[src/rtl/fetch_if.sv]
// Fetch unit bus bundle: icache request/response, redirect input and instruction-queue push port.
interface fetch_if #(
  parameter int unsigned SS_WIDTH = 2
);
  logic                         redirect;
  logic [31:0]                  redirect_pc;
  logic                         imem_req;
  logic [31:0]                  imem_addr;
  logic                         imem_resp;
  logic [SS_WIDTH*32-1:0]       imem_rdata;
  logic                         iq_full;
  logic                         iq_push;
  logic [SS_WIDTH-1:0][31:0]    iq_inst;
  logic [SS_WIDTH-1:0]          iq_valid;
  logic [SS_WIDTH-1:0]          iq_pred;
  logic [31:0]                  iq_pc;

  modport master (
    input  redirect, redirect_pc, imem_resp, imem_rdata, iq_full,
    output imem_req, imem_addr, iq_push, iq_inst, iq_valid, iq_pred, iq_pc
  );

  modport slave (
    output redirect, redirect_pc, imem_resp, imem_rdata, iq_full,
    input  imem_req, imem_addr, iq_push, iq_inst, iq_valid, iq_pred, iq_pc
  );
endinterface

[src/rtl/fetch_unit.sv]
// Fetch unit: one outstanding icache block request, one-entry output buffer, redirect with stale-response discard.
// Optional static backward-taken prediction is enabled by defining FETCH_STATIC_PRED_EN.
module fetch_unit #(
  parameter int unsigned SS_WIDTH = 2,
  parameter logic [31:0] RESET_PC = 32'h1eceb000
) (
  input logic     clk,
  input logic     rst,
  fetch_if.master bus
);
  localparam int unsigned BLK_BYTES  = SS_WIDTH * 4;
  localparam logic [31:0] ALIGN_MASK = ~32'(BLK_BYTES - 1);

  typedef enum logic [1:0] {REQ, DRAIN, DISCARD} state_t;

  state_t                    state, state_d;
  logic [31:0]               fetch_pc, fetch_pc_d;
  logic [31:0]               req_addr;
  logic [31:0]               blk_pc;
  logic [31:0]               offset;
  logic [SS_WIDTH-1:0]       cap_valid, cap_pred;
  logic [31:0]               cap_next_pc;
  logic                      load, consume, flush;
  logic                      req_c, push_c;
  logic [SS_WIDTH-1:0][31:0] buf_inst;
  logic [SS_WIDTH-1:0]       buf_valid, buf_pred;
  logic [31:0]               buf_pc;

  assign blk_pc = fetch_pc & ALIGN_MASK;
  assign offset = (fetch_pc - blk_pc) >> 2;

  // Lane valids, predictions and next fetch PC for the block being captured
`ifdef FETCH_STATIC_PRED_EN
  logic        found;
  logic [31:0] lane;
  always_comb begin
    cap_valid   = '0;
    cap_pred    = '0;
    cap_next_pc = blk_pc + 32'(BLK_BYTES);
    found       = 1'b0;
    lane        = '0;
    for (int unsigned i = 0; i < SS_WIDTH; i++) begin
      lane = bus.imem_rdata[32*i +: 32];
      if (32'(i) >= offset && !found) begin
        cap_valid[i] = 1'b1;
        if (lane[6:0] == 7'b1100011 && lane[31]) begin
          cap_pred[i] = 1'b1;
          found       = 1'b1;
          cap_next_pc = blk_pc + 32'(i * 4) +
                        {{19{lane[31]}}, lane[31], lane[7], lane[30:25], lane[11:8], 1'b0};
        end
      end
    end
  end
`else
  always_comb begin
    cap_valid   = '0;
    cap_pred    = '0;
    cap_next_pc = blk_pc + 32'(BLK_BYTES);
    for (int unsigned i = 0; i < SS_WIDTH; i++) begin
      cap_valid[i] = (32'(i) >= offset);
    end
  end
`endif

  always_ff @(posedge clk) begin
    if (rst) begin
      state <= REQ;
    end else begin
      state <= state_d;
    end
  end

  // Next state, fetch PC and handshake strobes; redirect overrides everything
  always_comb begin
    state_d    = state;
    fetch_pc_d = fetch_pc;
    load       = 1'b0;
    consume    = 1'b0;
    flush      = 1'b0;
    req_c      = 1'b0;
    push_c     = 1'b0;
    case (state)
      REQ: begin
        req_c = 1'b1;
        if (bus.imem_resp) begin
          load       = 1'b1;
          fetch_pc_d = cap_next_pc;
          state_d    = DRAIN;
        end
      end
      DRAIN: begin
        push_c = 1'b1;
        if (!bus.iq_full) begin
          consume = 1'b1;
          state_d = REQ;
        end
      end
      DISCARD: begin
        req_c = 1'b1;
        if (bus.imem_resp) state_d = REQ;
      end
      default: state_d = REQ;
    endcase
    if (bus.redirect) begin
      push_c     = 1'b0;
      load       = 1'b0;
      consume    = 1'b0;
      flush      = 1'b1;
      fetch_pc_d = bus.redirect_pc;
      if (state == REQ && !bus.imem_resp) state_d = DISCARD;
      else if (state == DISCARD)           state_d = DISCARD;
      else                                 state_d = REQ;
    end
    if (rst) begin
      req_c  = 1'b0;
      push_c = 1'b0;
    end
  end

  // Request address only moves when (re)entering REQ, so DISCARD holds the old one
  always_ff @(posedge clk) begin
    if (rst) begin
      fetch_pc  <= RESET_PC;
      req_addr  <= RESET_PC & ALIGN_MASK;
      buf_inst  <= '0;
      buf_valid <= '0;
      buf_pred  <= '0;
      buf_pc    <= '0;
    end else begin
      fetch_pc <= fetch_pc_d;
      if (state_d == REQ) req_addr <= fetch_pc_d & ALIGN_MASK;
      if (flush || consume) begin
        buf_inst  <= '0;
        buf_valid <= '0;
        buf_pred  <= '0;
        buf_pc    <= '0;
      end else if (load) begin
        buf_inst  <= bus.imem_rdata;
        buf_valid <= cap_valid;
        buf_pred  <= cap_pred;
        buf_pc    <= blk_pc;
      end
    end
  end

  assign bus.imem_req  = req_c;
  assign bus.imem_addr = req_addr;
  assign bus.iq_push   = push_c;
  assign bus.iq_inst   = buf_inst;
  assign bus.iq_valid  = buf_valid;
  assign bus.iq_pred   = buf_pred;
  assign bus.iq_pc     = buf_pc;
endmodule
[src/flat_wrapper.sv]
// flat-port wrapper written by rule: the top's interface ports become plain ports
module fetch_unit_flat 
#(
  parameter int unsigned SS_WIDTH = 2,
  parameter logic [31:0] RESET_PC = 32'h1eceb000
)
  (clk, rst, bus_redirect, bus_redirect_pc, bus_imem_resp, bus_imem_rdata, bus_iq_full, bus_imem_req, bus_imem_addr, bus_iq_push, bus_iq_inst, bus_iq_valid, bus_iq_pred, bus_iq_pc);
  fetch_if #(.SS_WIDTH(SS_WIDTH)) bus_i ();
  input logic clk;
  input logic rst;
  input wire logic [$bits(bus_i.redirect)-1:0] bus_redirect;
  input wire logic [$bits(bus_i.redirect_pc)-1:0] bus_redirect_pc;
  input wire logic [$bits(bus_i.imem_resp)-1:0] bus_imem_resp;
  input wire logic [$bits(bus_i.imem_rdata)-1:0] bus_imem_rdata;
  input wire logic [$bits(bus_i.iq_full)-1:0] bus_iq_full;
  output wire logic [$bits(bus_i.imem_req)-1:0] bus_imem_req;
  output wire logic [$bits(bus_i.imem_addr)-1:0] bus_imem_addr;
  output wire logic [$bits(bus_i.iq_push)-1:0] bus_iq_push;
  output wire logic [$bits(bus_i.iq_inst)-1:0] bus_iq_inst;
  output wire logic [$bits(bus_i.iq_valid)-1:0] bus_iq_valid;
  output wire logic [$bits(bus_i.iq_pred)-1:0] bus_iq_pred;
  output wire logic [$bits(bus_i.iq_pc)-1:0] bus_iq_pc;
  assign bus_i.redirect = bus_redirect;
  assign bus_i.redirect_pc = bus_redirect_pc;
  assign bus_i.imem_resp = bus_imem_resp;
  assign bus_i.imem_rdata = bus_imem_rdata;
  assign bus_i.iq_full = bus_iq_full;
  assign bus_imem_req = bus_i.imem_req;
  assign bus_imem_addr = bus_i.imem_addr;
  assign bus_iq_push = bus_i.iq_push;
  assign bus_iq_inst = bus_i.iq_inst;
  assign bus_iq_valid = bus_i.iq_valid;
  assign bus_iq_pred = bus_i.iq_pred;
  assign bus_iq_pc = bus_i.iq_pc;
  fetch_unit #(.SS_WIDTH(SS_WIDTH), .RESET_PC(RESET_PC)) u_core (.clk(clk), .rst(rst), .bus(bus_i));
endmodule
[config.mk]
export PLATFORM = sky130hd
export DESIGN_NAME = fetch_unit_flat
export DESIGN_NICKNAME = d
export VERILOG_FILES = /design/src/rtl/fetch_if.sv /design/src/rtl/fetch_unit.sv /design/src/flat_wrapper.sv
export SDC_FILE = /design/constraint.sdc
export NUM_CORES = 1
export LEC_CHECK = 0
export CAP_MARGIN = 20
export CORE_UTILIZATION = 35
export CTS_CLUSTER_DIAMETER = 100
export DETAILED_ROUTE_END_ITERATION = 10
export HOLD_SLACK_MARGIN = 0.08
export PLACE_DENSITY = 0.76
export SETUP_SLACK_MARGIN = 0.02
export SLEW_MARGIN = 0
export SYNTH_ARGS = -nofsm -noshare
export SYNTH_HDL_FRONTEND = slang
export SYNTH_SLANG_ARGS = --single-unit
[constraint.sdc]
create_clock -name clk -period 3.4 [get_ports clk]
set_clock_uncertainty 0.1 [all_clocks]
set_input_delay 1.02 -clock clk [delete_from_list [all_inputs] [get_ports clk]]
set_output_delay 1.02 -clock clk [all_outputs]
set_load 0.03 [all_outputs]
==> run metrics, run 1 <==
outcome complete, no violations; worst hold slack 0.351 ns; cell area power density 484 nW/um^2; Clock Tree Root clkbuf_16; critical path arrival 2.09 ns; Synth top cells by count 226 x nand2_1, 156 x dfxtp_1, 112 x a21oi_1; element type at the critical path end output port; Post-Route Setup TNS 0 ns; fin crit share 0.945; global route total overflow 0; VDD IR max 0.408 mV; Worst Path Required 2.28 ns; #FFs+latches synth 156; Sw Share 0.273; worst skew pair latency 0.42 ns; routed length per instance 15.6 um; final max-slew violation count 0; Die X 137 um; Layout area overhead 48.7%; RSZ-0062 raised after global routing no; Slew headroom 0.601; Crit Path Max Fanout 6; number of clock sinks 156; number of global-route vias before repair 5936; sequential fraction of design power 0.429; 1st-pass router iterations 5; CP max-delay cell clkdlybuf4s50_1; post-synthesis sequential area ratio 0.486; Yosys cell types 65; Peak Freq 311 MHz; Yosys top cell area share 0.486; Final ANT Viol Nets 0; combinational power share 0.156; 1st-iter DRT viols 398; Area contributors post-synth dfxtp_1 49%, nand2_1 13%, a21oi_1 8.7%; layout cells sized above 1 0.0825; area of the mapped netlist 6420 um^2; gpl congestion 0.881; DRT Wirelength 19500 um; Worst path top cell family by delay buffers and inverters; CP Class primary input to output port; CP startpoint kind primary input; DR vias 6343; final hold viol count 0; num rows 49; Ys Warns 0; Period minus WS final 3.21 ns; Starting Density 0.357; TritonCTS clock tree yes; core area 18000 um^2; dominant synthesized flop cell dfxtp_1; # IOs 235; Clock transition at path regs 0.06 ns; total CTS buffers 17; design area 9550 um^2; Post-Synthesis Cells 790; global-route wire length before repair 29900 um; critical path, cell by cell clkdlybuf4s50_1, inv_1, nand2_1, nor2_1, buf_4; switching pwr 1.26 mW; drt drc 0; cell-internal power 3.36 mW; Avg Cell Area, Syn 8.13 um^2; Overall Power 4.62 mW; Cell Area, Placed 8950 um^2; Hold Buf Count CTS 0; Max clock buf depth 2; die area 18900 um^2; Via density 5.09; I/O Buffers 224; Post-DP HPWL 13800 um; slew of the pin with the lowest slew margin 0.594 ns; gr usage total 0.205; Critical Path Max Stage Delay 0.56 ns; Worst Hold Launch u_core.bus.iq_inst[8]$_SDFFE_PP0P_; worst setup path startpoint rst; post-CTS sizing 0; buffers plus inverters on the worst setup path 3; max-cap viol count 0; asr flop ratio synth 0; largest net degree at the start of global routing 95; diode count 0; worst hold path type register to register; R2R Path Start u_core.fetch_pc[14]$_SDFF_PP0_; post-synth top area cell dfxtp_1; fin nets 1107; initial antenna violation count 0; # H-tree levels 4; cell with the most instances after synthesis nand2_1; number of synthesized flops with an enable pin 0; final setup vio count 0; Static Leak 3.37 nW; Clk pwr share 0.415; setup bufs post-CTS 0; Die Height 137 um; fin util 0.532
## final cells by class
cell class                      count  area, um^2
Timing Repair Buffer              253        2530
Tap cell                          229         287
Inverter                            5        18.8
Clock buffer                       20         457
Clock inverter                     12         139
Multi-Input combinational cell    572        2990
Sequential cell                   156        3120
Fill cell                        1650        8420
## cell usage in the layout (no fill, tap or decap), types with 10 or more instances in the layout
master	count
a21oi_1	112
buf_4	25
clkbuf_16	17
clkdlybuf4s50_1	222
dfxtp_1	156
nand2_1	225
nand3_1	16
nand4_1	10
nor2_1	27
nor3_1	14
o211ai_1	10
o21ai_0	23
## flip-flops by register name (all words and copies together), names as in the netlist
signal / cells
u_core.fetch_pc: 30
u_core.bus.iq_inst: 64
u_core.state: 2
u_core.bus.iq_valid: 2
u_core.bus.imem_addr: 29
u_core.bus.iq_pc: 29
## cells by family (layout without fill, tap and decap cells)
kind of cell    Yosys count  in the layout  share of synthesized area
fa+ha+maj                 1              1                    0.00195
compound gates          190            190                      0.174
other cells               1              8                   0.000584
flops                   156            156                      0.486
xor+xnor                 12             12                     0.0164
mux                      11             11                     0.0181
simple gates            350            350                      0.248
buf+inv                  69            290                     0.0551
## stage by stage
stage,std cells,setup WS (ns)
floorplan,797,0.401
global placement,1215,0.160
detailed placement,1215,0.157
CTS,1247,0.195
global route,1247,0.148
finish,1247,0.188
## worst min-delay path: cells and delay by family, from the launching register on
| family | cells | cell delay [ns] |
|---|---|---|
| compound gates | 1 | 0.05 |
| simple gates | 1 | 0.05 |
| flops | 1 | 0.30 |
## final timing paths
check | to | slack (ns) | depth (start not counted)
max | bus_iq_push | 0.19 | 5
min | u_core.bus.iq_inst[8]$_SDFFE_PP0P_ | 0.35 | 2
max reg2reg | u_core.bus.imem_addr[20]$_SDFFE_PP0N_ | 1.07 | 5
min reg2reg | u_core.bus.iq_inst[8]$_SDFFE_PP0P_ | 0.35 | 2
## routing by layer
| layer | global-route usage | share of wire | vias up |
|---|---|---|---|
| li1 | - | - | 3116 |
| met1 | 0.261 | 0.44 | 2950 |
| met2 | 0.327 | 0.46 | 243 |
| met3 | 0.0556 | 0.077 | 34 |
| met4 | 0.0818 | 0.024 | 0 |
| met5 | 0 | 0 | - |
## power groups by stage
| stage | registers [mW] | clock network, mW | logic, mW |
|---|---|---|---|
| finish | 1.98 | 1.92 | 0.718 |
| global route | 1.99 | 2.03 | 0.775 |
| CTS | 1.98 | 1.95 | 0.721 |
| detailed placement | 2.02 | 0 | 0.716 |
| global placement | 2.02 | 0 | 0.710 |
| floorplan | 2.11 | 0 | 0.287 |
No activity file was read; power rests on OpenSTA's default activity.
==> run 2: changes to the inputs <==
--- a/config.mk
+++ b/config.mk
@@ -5,12 +5,13 @@
 export SDC_FILE = /design/constraint.sdc
 export NUM_CORES = 1
 export LEC_CHECK = 0
+export ABC_CLOCK_PERIOD_IN_PS = 3400
 export CAP_MARGIN = 20
-export CORE_UTILIZATION = 35
+export CORE_UTILIZATION = 45
 export CTS_CLUSTER_DIAMETER = 100
 export DETAILED_ROUTE_END_ITERATION = 10
 export HOLD_SLACK_MARGIN = 0.08
-export PLACE_DENSITY = 0.76
+export PLACE_DENSITY = 0.92
 export SETUP_SLACK_MARGIN = 0.02
 export SLEW_MARGIN = 0
 export SYNTH_ARGS = -nofsm -noshare
==> run metrics, run 2 (same netlist as run 1, synthesis figures left out) <==
outcome complete, no violations; filler cell count 1115; combinational power share 0.157; worst hold path type register to register; number of clock sinks 156; initial antenna violation count 0; setup bufs post-CTS 0; VDD IR max 0.359 mV; # H-tree levels 4; Worst Path Required 2.28 ns; Placement Setup Slack 0.172 ns; fin nets 1106; sequential fraction of design power 0.436; Static Leak 3.36 nW; core area 13900 um^2; drt drc 0; Sw Share 0.257; Hold Buf Count CTS 0; # IOs 235; DR vias 6439; Crit Path Max Fanout 6; Max clock buf depth 2; Worst Hold Launch u_core.bus.iq_pc[25]$_SDFFE_PP0P_; Overall Power 4.55 mW; total CTS buffers 17; Post-DP HPWL 13500 um; Layout area overhead 47.2%; commonest non-fill, non-tap cell in the layout nand2_1; 1st-iter DRT viols 543; num rows 43; TritonCTS clock tree yes; Die X 121 um; fin crit share 0.926; worst setup path startpoint rst; R2R Path Start u_core.fetch_pc[7]$_SDFF_PP0_; slew of the pin with the lowest slew margin 0.656 ns; final worst slack 0.251 ns; post-CTS sizing 0; 1st-pass router iterations 6; cell area power density 482 nW/um^2; Clk pwr share 0.407; Clock Tree Root clkbuf_16; Peak Freq 318 MHz; I/O Buffers 224; R2R Setup Slk 1.05 ns; Via density 5.38; global route total overflow 0; final max-slew violation count 0; diode count 0; Clock transition at path regs 0.05 ns; RSZ-0062 raised after global routing no; number of flip-flops in the largest register 64; Period minus WS final 3.15 ns; final hold viol count 0; layout cells sized above 1 0.0787; Slew headroom 0.561; final setup vio count 0; element type at the critical path end output port; gr usage total 0.257; routed length per instance 15.9 um; Post-Route Setup TNS 0 ns; CP startpoint kind primary input; most frequent cells in the layout 225 x nand2_1, 222 x clkdlybuf4s50_1, 156 x dfxtp_1; CP endpoint bus_iq_push; critical path arrival 2.03 ns; die area 14800 um^2; switching pwr 1.17 mW; largest net degree at the start of global routing 96; Die Height 121 um; Starting Density 0.463; CP Class primary input to output port; cell-internal power 3.38 mW; reg-to-reg endpoint u_core.bus.imem_addr[24]$_SDFFE_PP0N_; worst skew pair latency 0.41 ns; Reg2Reg Depth 5; gpl congestion 0.904; DRT Wirelength 19100 um; Final ANT Viol Nets 0; number of global-route vias before repair 5757; max-cap viol count 0; global-route wire length before repair 29500 um
## run 2: cell count changes in the layout (fill, tap and decap cells not counted)
cell        change
clkinv_2        +3
clkinv_4        -3
clkinvlp_4      -3
clkbuf_1        +2
clkbuf_8        +2
inv_6           -2
buf_12          -1
## run 2: through the flow
stage	std cells	utilization	hold WS, ns	area [um^2]
after floorplan	797	-	0.345	6450
after global placement	1165	0.639	0.340	8870
after detailed placement	1165	0.639	0.345	8870
after CTS	1196	0.681	0.353	9450
after global routing	1196	0.681	0.369	9450
final	1196	0.681	0.351	9450
## run 2: worst min path at each step
stage                                                      to  slack, ns  cells after the start
final                       u_core.bus.iq_pc[25]$_SDFFE_PP0P_       0.35                      2
after detailed placement  u_core.bus.iq_inst[44]$_SDFFE_PP0P_       0.35                      2
after global placement     u_core.bus.iq_inst[8]$_SDFFE_PP0P_       0.34                      2
after floorplan             u_core.bus.iq_pc[31]$_SDFFE_PP0P_       0.35                      2
after CTS                 u_core.bus.iq_inst[48]$_SDFFE_PP0P_       0.35                      2
after global routing      u_core.bus.iq_inst[28]$_SDFFE_PP0P_       0.37                      2
## run 2: routing by layer
metal	up-vias	global-route usage	part of all wire
met4	0	0.103	0.027
met3	39	0.0658	0.087
met5	-	0	0
met1	2996	0.338	0.42
met2	286	0.400	0.47
li1	3118	-	-
## run 2: final cells by class
type	count	area, um^2	area share
Sequential cell	156	3120	0.330
Multi-Input combinational cell	572	2990	0.317
Timing Repair Buffer	252	2510	0.266
Clock buffer	24	492	0.0520
Tap cell	180	225	0.0238
Clock inverter	7	87.6	0.00927
Inverter	5	18.8	0.00199
## run 2: power groups by stage
stage	sequential [mW]	clock [mW]	combinational, mW
global placement	2.02	0	0.699
floorplan	2.11	0	0.287
CTS	1.98	1.89	0.713
detailed placement	2.02	0	0.708
global route	2.00	1.96	0.763
finish	1.99	1.85	0.714
## run 2: critical path: stages
cell	delay [ns]
clkdlybuf4s50_1	0.52
inv_1	0.12
nand2_1	0.08
nor2_1	0.12
buf_4	0.17
==> run 3: changes to the inputs <==
--- a/config.mk
+++ b/config.mk
@@ -13,7 +13,7 @@
 export HOLD_SLACK_MARGIN = 0.08
 export PLACE_DENSITY = 0.92
 export SETUP_SLACK_MARGIN = 0.02
-export SLEW_MARGIN = 0
+export SLEW_MARGIN = 10
 export SYNTH_ARGS = -nofsm -noshare
 export SYNTH_HDL_FRONTEND = slang
 export SYNTH_SLANG_ARGS = --single-unit
==> results of run 3 <==
The final DEF is identical to that of run 2; final timing and power are the same.
